--- config.mk ---
export PLATFORM = sky130hd
export DESIGN_NAME = de2_115_web_qsys_key_in_flat
export DESIGN_NICKNAME = d
export VERILOG_FILES = /design/src/rtl/de2_115_web_qsys_key_in_if.sv /design/src/rtl/de2_115_web_qsys_key_in.sv /design/src/flat_wrapper.sv
export SDC_FILE = /design/constraint.sdc
export NUM_CORES = 1
export LEC_CHECK = 0
export CORE_AREA = 2 2 62 64
export CTS_CLUSTER_DIAMETER = 80
export CTS_CLUSTER_SIZE = 16
export DETAILED_ROUTE_END_ITERATION = 16
export DIE_AREA = 0 0 64 66
export HOLD_SLACK_MARGIN = 0.02
export PLACE_DENSITY = 0.81
export SYNTH_ARGS = -nofsm -noshare
export SYNTH_HDL_FRONTEND = slang
export SYNTH_SLANG_ARGS = --single-unit
export TNS_END_PERCENT = 5
--- constraint.sdc ---
create_clock -name clk -period 3.8 [get_ports clk]
set_input_delay 0.76 -clock clk [delete_from_list [all_inputs] [get_ports clk]]
set_output_delay 0.76 -clock clk [all_outputs]
set_load 0.05 [all_outputs]
--- src/rtl/de2_115_web_qsys_key_in_if.sv ---
// Avalon-MM slave bus used by the key/switch input PIO.
//
// Bus signals:
//   address     word address (0 data, 1 reserved, 2 irq mask, 3 edge capture)
//   chipselect  slave select
//   write_n     active-low write strobe, valid only together with chipselect
//   writedata   write data, low WIDTH bits meaningful to the slave
//   readdata    combinational read data, zero-extended above WIDTH
//
// Transfer semantics: a write is accepted on the posedge where
// chipselect=1 and write_n=0. There are no wait states, so the master never
// stalls. readdata always reflects the currently addressed register with no
// side effects; the fabric decides when a read is actually taking place.
interface de2_115_web_qsys_key_in_if;
    logic [1:0]  address;
    logic        chipselect;
    logic        write_n;
    logic [31:0] writedata;
    logic [31:0] readdata;

    modport master (
        output address,
        output chipselect,
        output write_n,
        output writedata,
        input  readdata
    );

    modport slave (
        input  address,
        input  chipselect,
        input  write_n,
        input  writedata,
        output readdata
    );
endinterface

--- src/rtl/de2_115_web_qsys_key_in.sv ---
// Input PIO for the DE2-115 push-buttons and switches.
// Synchronises an asynchronous input bus, captures per-bit edges into a
// sticky register and raises a maskable level interrupt.
//
// Ports:
//   clk      system clock, all logic on posedge
//   reset_n  asynchronous active-low reset
//   bus      Avalon-MM slave (address, chipselect, write_n, writedata, readdata)
//   in_port  asynchronous external inputs, WIDTH bits
//   irq      active-high level interrupt = |(edge_capture & irq_mask)
module de2_115_web_qsys_key_in #(
    parameter int WIDTH       = 4,
    parameter int EDGE_TYPE   = 1,
    parameter int SYNC_STAGES = 2
) (
    input  logic                           clk,
    input  logic                           reset_n,
    de2_115_web_qsys_key_in_if.slave       bus,
    input  logic [WIDTH-1:0]               in_port,
    output logic                           irq
);

    // Counter saturates at SYNC_STAGES+1, which is at most 5.
    localparam logic [2:0] CNT_MAX = 3'(SYNC_STAGES + 1);

    logic [WIDTH-1:0] sync_q [SYNC_STAGES];
    logic [WIDTH-1:0] sync;
    logic [WIDTH-1:0] prev;
    logic [WIDTH-1:0] irq_mask;
    logic [WIDTH-1:0] edge_capture;
    logic [WIDTH-1:0] edges;
    logic [WIDTH-1:0] clear_bits;
    logic [WIDTH-1:0] capture_next;
    logic [2:0]       start_cnt;
    logic             blank_done;
    logic             wr;
    logic [31:0]      rd;
    logic             unused_wdata;

    // Upper writedata bits are intentionally ignored.
    assign unused_wdata = ^bus.writedata;

    // Synchroniser chain; sync is the last stage.
    always_ff @(posedge clk or negedge reset_n) begin
        if (!reset_n) begin
            for (int i = 0; i < SYNC_STAGES; i++) sync_q[i] <= '0;
        end else begin
            sync_q[0] <= in_port;
            for (int i = 1; i < SYNC_STAGES; i++) sync_q[i] <= sync_q[i-1];
        end
    end

    assign sync = sync_q[SYNC_STAGES-1];

    // Edge detection on the synchronised value against its one-cycle delay.
    always_comb begin
        edges = '0;
        case (EDGE_TYPE)
            0:       edges = sync & ~prev;
            1:       edges = ~sync & prev;
            default: edges = sync ^ prev;
        endcase
    end

    // Blanking: the reset values of the sync chain and prev are zero, so the
    // first SYNC_STAGES+1 clocks after release can show edges that never
    // happened on the pins. Captures stay disabled until the counter saturates.
    assign blank_done = (start_cnt == CNT_MAX);

    assign wr         = bus.chipselect & ~bus.write_n;
    assign clear_bits = (wr && bus.address == 2'd3) ? bus.writedata[WIDTH-1:0] : '0;

    // A new edge overrides a clear on the same bit so no edge is ever lost.
    assign capture_next = (edge_capture & ~clear_bits) | (blank_done ? edges : '0);

    always_ff @(posedge clk or negedge reset_n) begin
        if (!reset_n) begin
            prev         <= '0;
            start_cnt    <= '0;
            irq_mask     <= '0;
            edge_capture <= '0;
        end else begin
            prev         <= sync;
            edge_capture <= capture_next;
            if (!blank_done) start_cnt <= start_cnt + 3'd1;
            if (wr && bus.address == 2'd2) irq_mask <= bus.writedata[WIDTH-1:0];
        end
    end

    // Combinational, side-effect-free read mux.
    always_comb begin
        rd = '0;
        case (bus.address)
            2'd0:    rd[WIDTH-1:0] = sync;
            2'd2:    rd[WIDTH-1:0] = irq_mask;
            2'd3:    rd[WIDTH-1:0] = edge_capture;
            default: rd = '0;
        endcase
    end

    assign bus.readdata = rd;
    assign irq          = |(edge_capture & irq_mask);

endmodule

--- src/flat_wrapper.sv ---
// flat-port wrapper written by rule: the top's interface ports become plain ports
module de2_115_web_qsys_key_in_flat 
#(
    parameter int WIDTH       = 4,
    parameter int EDGE_TYPE   = 1,
    parameter int SYNC_STAGES = 2
)
  (clk, reset_n, in_port, irq, bus_address, bus_chipselect, bus_write_n, bus_writedata, bus_readdata);
  de2_115_web_qsys_key_in_if bus_i ();
  input  logic clk;
  input  logic reset_n;
  input  logic [WIDTH-1:0] in_port;
  output logic irq;
  input wire logic [$bits(bus_i.address)-1:0] bus_address;
  input wire logic [$bits(bus_i.chipselect)-1:0] bus_chipselect;
  input wire logic [$bits(bus_i.write_n)-1:0] bus_write_n;
  input wire logic [$bits(bus_i.writedata)-1:0] bus_writedata;
  output wire logic [$bits(bus_i.readdata)-1:0] bus_readdata;
  assign bus_i.address = bus_address;
  assign bus_i.chipselect = bus_chipselect;
  assign bus_i.write_n = bus_write_n;
  assign bus_i.writedata = bus_writedata;
  assign bus_readdata = bus_i.readdata;
  de2_115_web_qsys_key_in #(.WIDTH(WIDTH), .EDGE_TYPE(EDGE_TYPE), .SYNC_STAGES(SYNC_STAGES)) u_core (.clk(clk), .reset_n(reset_n), .bus(bus_i), .in_port(in_port), .irq(irq));
endmodule
==> summary.txt, run 1 <==
Status
  • Status: finished, final reports clean

Setup path
  • Crit Path Category: in -> out
  • Critical Path Fanout Max: 7
  • Reg-to-reg slack, setup: 2.47 ns
  • Reg-to-Reg End: u_core.start_cnt[1]
  • Worst endpoint required time: 3.04 ns
  • Worst r2r path cells: 3
  • CP Capture Type: primary output
  • Critical path startpoint category: input pin
  • Critical path capture point: bus_readdata[0]
  • Crit. Startpoint: bus_address[0]
  • Worst EP arrival: 2.69 ns
  • FF-to-FF Start: u_core.start_cnt[0]

Logic synthesis
  • Post-Syn Area: between 1000 and 1500 sq um
  • Synthesis-stage register bit count: 23
  • Yosys Warn Count: 0
  • Post-synth cell types: 21
  • Syn Inst Count: 95
  • Sequential cell area fraction in the yosys report: 49.9%
  • Syn Area/Cell: 12.1 sq um

Drt
  • DRT iter0 DRCs: 26
  • WL per Instance: ~11 microns
  • Drc violations: 0
  • Drt total wl: 1830 microns
  • Post-DRT Antenna Nets: 0
  • Avg Vias per Cell: 4.04
  • Detailed Routing Iterations Pass 1: 4
  • Vias: 655

Clock network
  • Clock Sink Count: 23
  • CTS clk-pin slew, worst paths: about 0.11 ns
  • Post-CTS sizing: 0
  • Num CTS Buffers: 3
  • Post-CTS setup buffer count: 0
  • H-tree levels: 1
  • CTS tree: done
  • Root buf cell: clkbuf_4
  • Hold buffers post-CTS: 0
  • Clock Tree Buf Depth: 2
  • Clk_lat worst skew: approximately 0.3 ns

Power
  • Clock share of power: 20.0%
  • Comb power frac: between 20 and 30%
  • Cell Int Power: roughly 350 uW
  • PD cells: 418 nW/um^2
  • Switching Share: between 30% and 40%
  • Sequential Power Share: 50.7%
  • Worst vdd ir: 0.128 mV
  • P_sw: approximately 190 uW
  • Leak: between 0.0005 and 0.0006 uW

Die
  • Total die area: 4220 sq um
  • Area of the core: 3550 sq um
  • Initial Utilization: 32.5%
  • Row cnt: 22
  • Chip width: 64 microns
  • Die Height: ~66 microns
  • IO Pins: 75

Timing
  • Final Slew Violations: 0
  • RSZ-0062 raised after global routing: no
  • Hold Vio Cnt, Final: 0
  • Setup TNS: 0 ns
  • Endpoints failing setup: 0
  • F_max: 0.290 GHz
  • Tcrit/Tclk final: 90.8%
  • Clk_skew: roughly 0.01 ns
  • Min cycle time layout: 3.45 ns
  • Worst-margin pin slew: 0.989 ns
  • Final WS setup: 0.351 ns
  • Slew headroom: ~34%

Finish
  • Share of post-route cells with drive strength above 1: a little under an eighth
  • FF+latch area: 576 sq um
  • Most frequent cells in the layout: conb_1 (28), dfrtp_1 (23), clkdlybuf4s50_1 (18)
  • Layout overhead on the synthesized area: 12.4%
  • Commonest non-fill, non-tap cell in the layout: conb_1
  • Diodes inserted: 0
  • Post-route insts no fill: ~160
  • Area of the multi-input gates: 433 sq um
  • # nets final: 159
  • Filler instances: 364

Hold path
  • Worst hold path class: reg -> reg

Placement
  • Routability cong.: 0.822
  • Pre-CTS setup slack: 0.343 ns
  • Port buffer count: 18
  • DP HPWL: about 1400 microns
  • Dpl cells: approximately 160

Global routing
  • Global-route wire length before repair: 2950 microns
  • Pin count of the biggest net entering global routing: 24
  • Initial antenna violation count: 0
  • Vias in the first global route: roughly 610
  • Gr usage total: 9.03%
  • Remaining global-route overflow: 0

Run
  • Maxcap violations: 0
-- cell type report --
type,instances,area share [%]
timing repair buffer,18,13.9
clock inverter,1,0.386
tap,48,4.64
clock buffer,3,1.74
multi-input combinational,64,33.4
inverter,5,1.45
sequential,23,44.4
-- metal layers --
metal / global-route usage [%] / vias up / wire length [microns]
met5: 0 / - / 0
met1: 12.0 / 332 / 743
met2: 14.5 / 23 / 960
met4: 2.45 / 0 / 0
met3: 2.56 / 0 / 127
li1: - / 300 / -
-- synthesized netlist by cell type --
| master | number | area [sq um] |
|---|---|---|
| and4bb_4 | 1 | 16.3 |
| buf_2 | 1 | 5.00 |
| nand3b_1 | 4 | 30.0 |
| conb_1 | 1 | 3.75 |
| xnor2_1 | 1 | 8.76 |
| o21ai_0 | 1 | 5.00 |
| a22o_1 | 4 | 35.0 |
| mux2_4 | 4 | 60.1 |
| nor2_1 | 1 | 3.75 |
| buf_6 | 1 | 11.3 |
| mux2_1 | 1 | 11.3 |
| and4b_1 | 1 | 10.0 |
| nand2b_1 | 4 | 25.0 |
| inv_1 | 5 | 18.8 |
| dfrtp_1 | 23 | 576 |
| buf_4 | 28 | 210 |
| o211ai_1 | 4 | 30.0 |
| a22oi_1 | 2 | 15.0 |
| nand2_1 | 2 | 7.51 |
| ha_1 | 2 | 25.0 |
| mux2_2 | 4 | 45.0 |
-- power by group through the flow --
stage	registers, uW	clock network, uW	logic (uW)
after floorplan	274	0	146
after detailed placement	279	0	159
after CTS	274	113	159
after global placement	276	0	157
final	274	108	159
after global routing	276	122	167
-- sequential cells by signal (all words and copies together) (netlist names) --
signal and count:
u_core.edge_capture 4, u_core.prev 4, u_core.irq_mask 4, u_core.start_cnt 3, u_core.sync_q 4, u_core.sync 4
-- how the worst min path moves through the flow --
stage	startpoint	to	slack, ns	depth (start not counted)
3_5_place_dp	u_core.sync_q[7]	u_core.sync[3]	0.34	0
3_3_place_gp	u_core.sync_q[6]	u_core.sync[2]	0.33	0
2_1_floorplan	u_core.sync_q[4]	u_core.sync[0]	0.33	0
5_1_grt	u_core.sync_q[5]	u_core.sync[1]	0.38	0
6_report	u_core.sync_q[7]	u_core.sync[3]	0.36	0
4_1_cts	u_core.sync_q[7]	u_core.sync[3]	0.37	0
-- kinds of logic after synthesis --
logic type      count (synthesis)  synth area share [%]
mux                             9                  10.1
compound gates                 11                  7.38
fa+ha+maj                       2                  2.17
simple gates                   13                  8.03
xor+xnor                        1                 0.760
buf+inv                        35                  21.3
other cells                     1                 0.325
flops                          23                  49.9
-- through the flow --
step	total power [uW]	hold WS, ns	util [%]	area (sq um)
after floorplan	420	0.331	-	1250
after global placement	433	0.335	35.7	1270
after detailed placement	438	0.339	35.7	1270
after CTS	547	0.366	36.5	1290
after global routing	565	0.378	36.5	1290
final	541	0.363	36.5	1290
-- critical path: stages --
cell and delay (ns):
clkdlybuf4s50_1 0.64, mux2_1 0.36, a22o_1 0.24, clkdlybuf4s50_1 0.70
Note: power is estimated with default switching activity, not from simulation.
==> run 2, diff against run 1 <==
--- a/config.mk
+++ b/config.mk
@@ -5,13 +5,16 @@
 export SDC_FILE = /design/constraint.sdc
 export NUM_CORES = 1
 export LEC_CHECK = 0
+export CAP_MARGIN = 20
 export CORE_AREA = 2 2 62 64
+export CTS_BUF_LIST = sky130_fd_sc_hd__clkbuf_4
 export CTS_CLUSTER_DIAMETER = 80
 export CTS_CLUSTER_SIZE = 16
 export DETAILED_ROUTE_END_ITERATION = 16
 export DIE_AREA = 0 0 64 66
 export HOLD_SLACK_MARGIN = 0.02
 export PLACE_DENSITY = 0.81
+export SKIP_CTS_REPAIR_TIMING = 1
 export SYNTH_ARGS = -nofsm -noshare
 export SYNTH_HDL_FRONTEND = slang
 export SYNTH_SLANG_ARGS = --single-unit
==> summary.txt, run 2 (synthesized netlist as in run 1, its figures left out) <==
Clock network
  • Clk_lat worst skew: 0.30 ns (about the same)
  • Root buf cell: clkbuf_4
  • CTS clk-pin slew, worst paths: 0.11 ns (about the same)
  • Num CTS Buffers: 3 (unchanged)
  • Clock Tree Buf Depth: 2 (unchanged)
  • H-tree levels: 1 (unchanged)
  • CTS tree: done
  • Clock Sink Count: 23 (unchanged)

Global routing
  • Pin count of the biggest net entering global routing: 24 (unchanged)
  • M1 GR Usage: 12.0% (unchanged)
  • Remaining global-route overflow: 0 (unchanged)
  • Met2 usage: 14.5% (unchanged)
  • Initial antenna violation count: 0 (unchanged)
  • Met3 usage: 2.56% (unchanged)
  • Global-route wire length before repair: 2950 microns (unchanged)
  • Global routing's busiest layer: met2
  • Vias in the first global route: 605 (unchanged)
  • Gr usage total: 9.03% (unchanged)

Status
  • Status: finished, final reports clean

Timing
  • Clk_skew: 0.00928 ns (-0.000483 ns)
  • Slew headroom: 66.7% (+33 points)
  • Hold Vio Cnt, Final: 0 (unchanged)
  • Final Slew Violations: 0 (unchanged)
  • Setup TNS: 0 ns (unchanged)
  • Min cycle time layout: 3.45 ns (-0.00377 ns)
  • Endpoints failing setup: 0 (unchanged)
  • F_max: 0.290 GHz (+0.11%)
  • Worst-margin pin slew: 0.498 ns (-0.491 ns)
  • RSZ-0062 raised after global routing: no
  • Tcrit/Tclk final: 90.7% (-0.099 points)

Setup path
  • Most used cell, CP: clkdlybuf4s50_1
  • Max incr delay on CP: 0.70 ns (about the same)
  • Critical path capture point: bus_readdata[0]
  • Critical Path Fanout Max: 7 (unchanged)
  • Crit Path Category: in -> out
  • Crit. Startpoint: bus_address[0]
  • CP cell instances: clkdlybuf4s50_1, mux2_1, a22o_1, clkdlybuf4s50_1
  • Worst endpoint required time: 3.04 ns (about the same)
  • CP Capture Type: primary output
  • Critical-path cell with the highest stage delay: clkdlybuf4s50_1
  • Worst EP arrival: 2.69 ns (about the same)
  • Critical path startpoint category: input pin
  • FF-to-FF Start: u_core.start_cnt[0]
  • Reg-to-reg slack, setup: 2.47 ns (about the same)
  • Reg-to-Reg End: u_core.start_cnt[1]
  • Worst r2r path cells: 3 (unchanged)

Finish
  • Diodes inserted: 0 (unchanged)
  • Most frequent cells in the layout: conb_1 (28), dfrtp_1 (23), clkdlybuf4s50_1 (18)
  • # nets final: 160 (+0.63%)
  • Final instance area: 1320 sq um (+2.1%)
  • Layout overhead on the synthesized area: 14.8%
  • Commonest non-fill, non-tap cell in the layout: conb_1
  • Share of post-route cells with drive strength above 1: 12.2% (+0.77 points)

Drt
  • Post-DRT Antenna Nets: 0 (unchanged)
  • Avg Vias per Cell: 4.01 (-0.77%)
  • Detailed Routing Iterations Pass 1: 4 (unchanged)
  • Drt total wl: 1840 microns (+0.66%)
  • Vias: 654 (-0.15%)
  • WL per Instance: 11.3 microns (about the same)
  • Drc violations: 0 (unchanged)
  • DRT iter0 DRCs: 32 (+23%)

Placement
  • Port buffer count: 18 (unchanged)
  • Routability cong.: 0.822 (unchanged)
  • DP HPWL: 1430 microns (unchanged)
  • Cell area after placement: 1270 sq um (unchanged)

Die
  • Die Height: 66 microns (unchanged)
  • Area of the core: 3550 sq um (unchanged)
  • IO Pins: 75 (unchanged)
  • Chip width: 64 microns (unchanged)
  • Total die area: 4220 sq um (unchanged)
  • Row cnt: 22 (unchanged)
  • Initial Utilization: 32.5% (unchanged)

Power
  • Worst vdd ir: 0.129 mV (+0.13%)
  • Leak: 0.000611 uW (+2.1%)
  • PD cells: 412 nW/um^2 (-1.3%)
  • Overall Power: 545 uW (+0.81%)

Run
  • Maxcap violations: 0 (unchanged)

Hold path
  • Worst hold path class: reg -> reg
[run 2: cell types whose count changed in the layout (fill, tap and decap cells not counted)]
cell,delta
buf_16,+1
[run 2: area by class of cell]
class / count / area (sq um)
Clock buffer: 3 / 22.5
Clock inverter: 1 / 5.00
Fill cell: 361 / 2230
Inverter: 5 / 18.8
Multi-Input combinational cell: 64 / 433
Sequential cell: 23 / 576
Tap cell: 48 / 60.1
Timing Repair Buffer: 19 / 208
[run 2: power breakdown]
group          internal (uW)  switching, uW  leakage (uW)
sequential               262           12.6      0.000255
combinational           53.4            109      0.000338
clock                   39.2           69.7     0.0000177
total                    354            191      0.000611
[run 2: worst max-delay path, delay by kind of cell]
family / cells / cell delay [ns]
buf+inv: 2 / 1.34
mux: 1 / 0.36
compound gates: 1 / 0.24
[run 2: layer usage]
metal	vias up	wire [microns]
met5	-	0
met4	0	0
met3	0	127
met2	23	985
met1	330	730
li1	301	-
[run 2: per-stage QoR]
stage                     utilization (%)  setup WS, ns  instances  hold WS (ns)
after CTS                            36.5         0.337        162         0.366
after global placement               35.7         0.339        158         0.335
final                                37.2         0.354        163         0.364
after detailed placement             35.7         0.343        158         0.339
after floorplan                         -          1.47        122         0.331
after global routing                 37.2         0.291        163         0.378
[run 2: worst min-delay path by stage]
stage,start,end,slack [ns],depth (start not counted)
2_1_floorplan,u_core.sync_q[4],u_core.sync[0],0.33,0
3_3_place_gp,u_core.sync_q[6],u_core.sync[2],0.33,0
3_5_place_dp,u_core.sync_q[7],u_core.sync[3],0.34,0
4_1_cts,u_core.sync_q[7],u_core.sync[3],0.37,0
5_1_grt,u_core.sync_q[5],u_core.sync[1],0.38,0
6_report,u_core.sync_q[7],u_core.sync[3],0.36,0
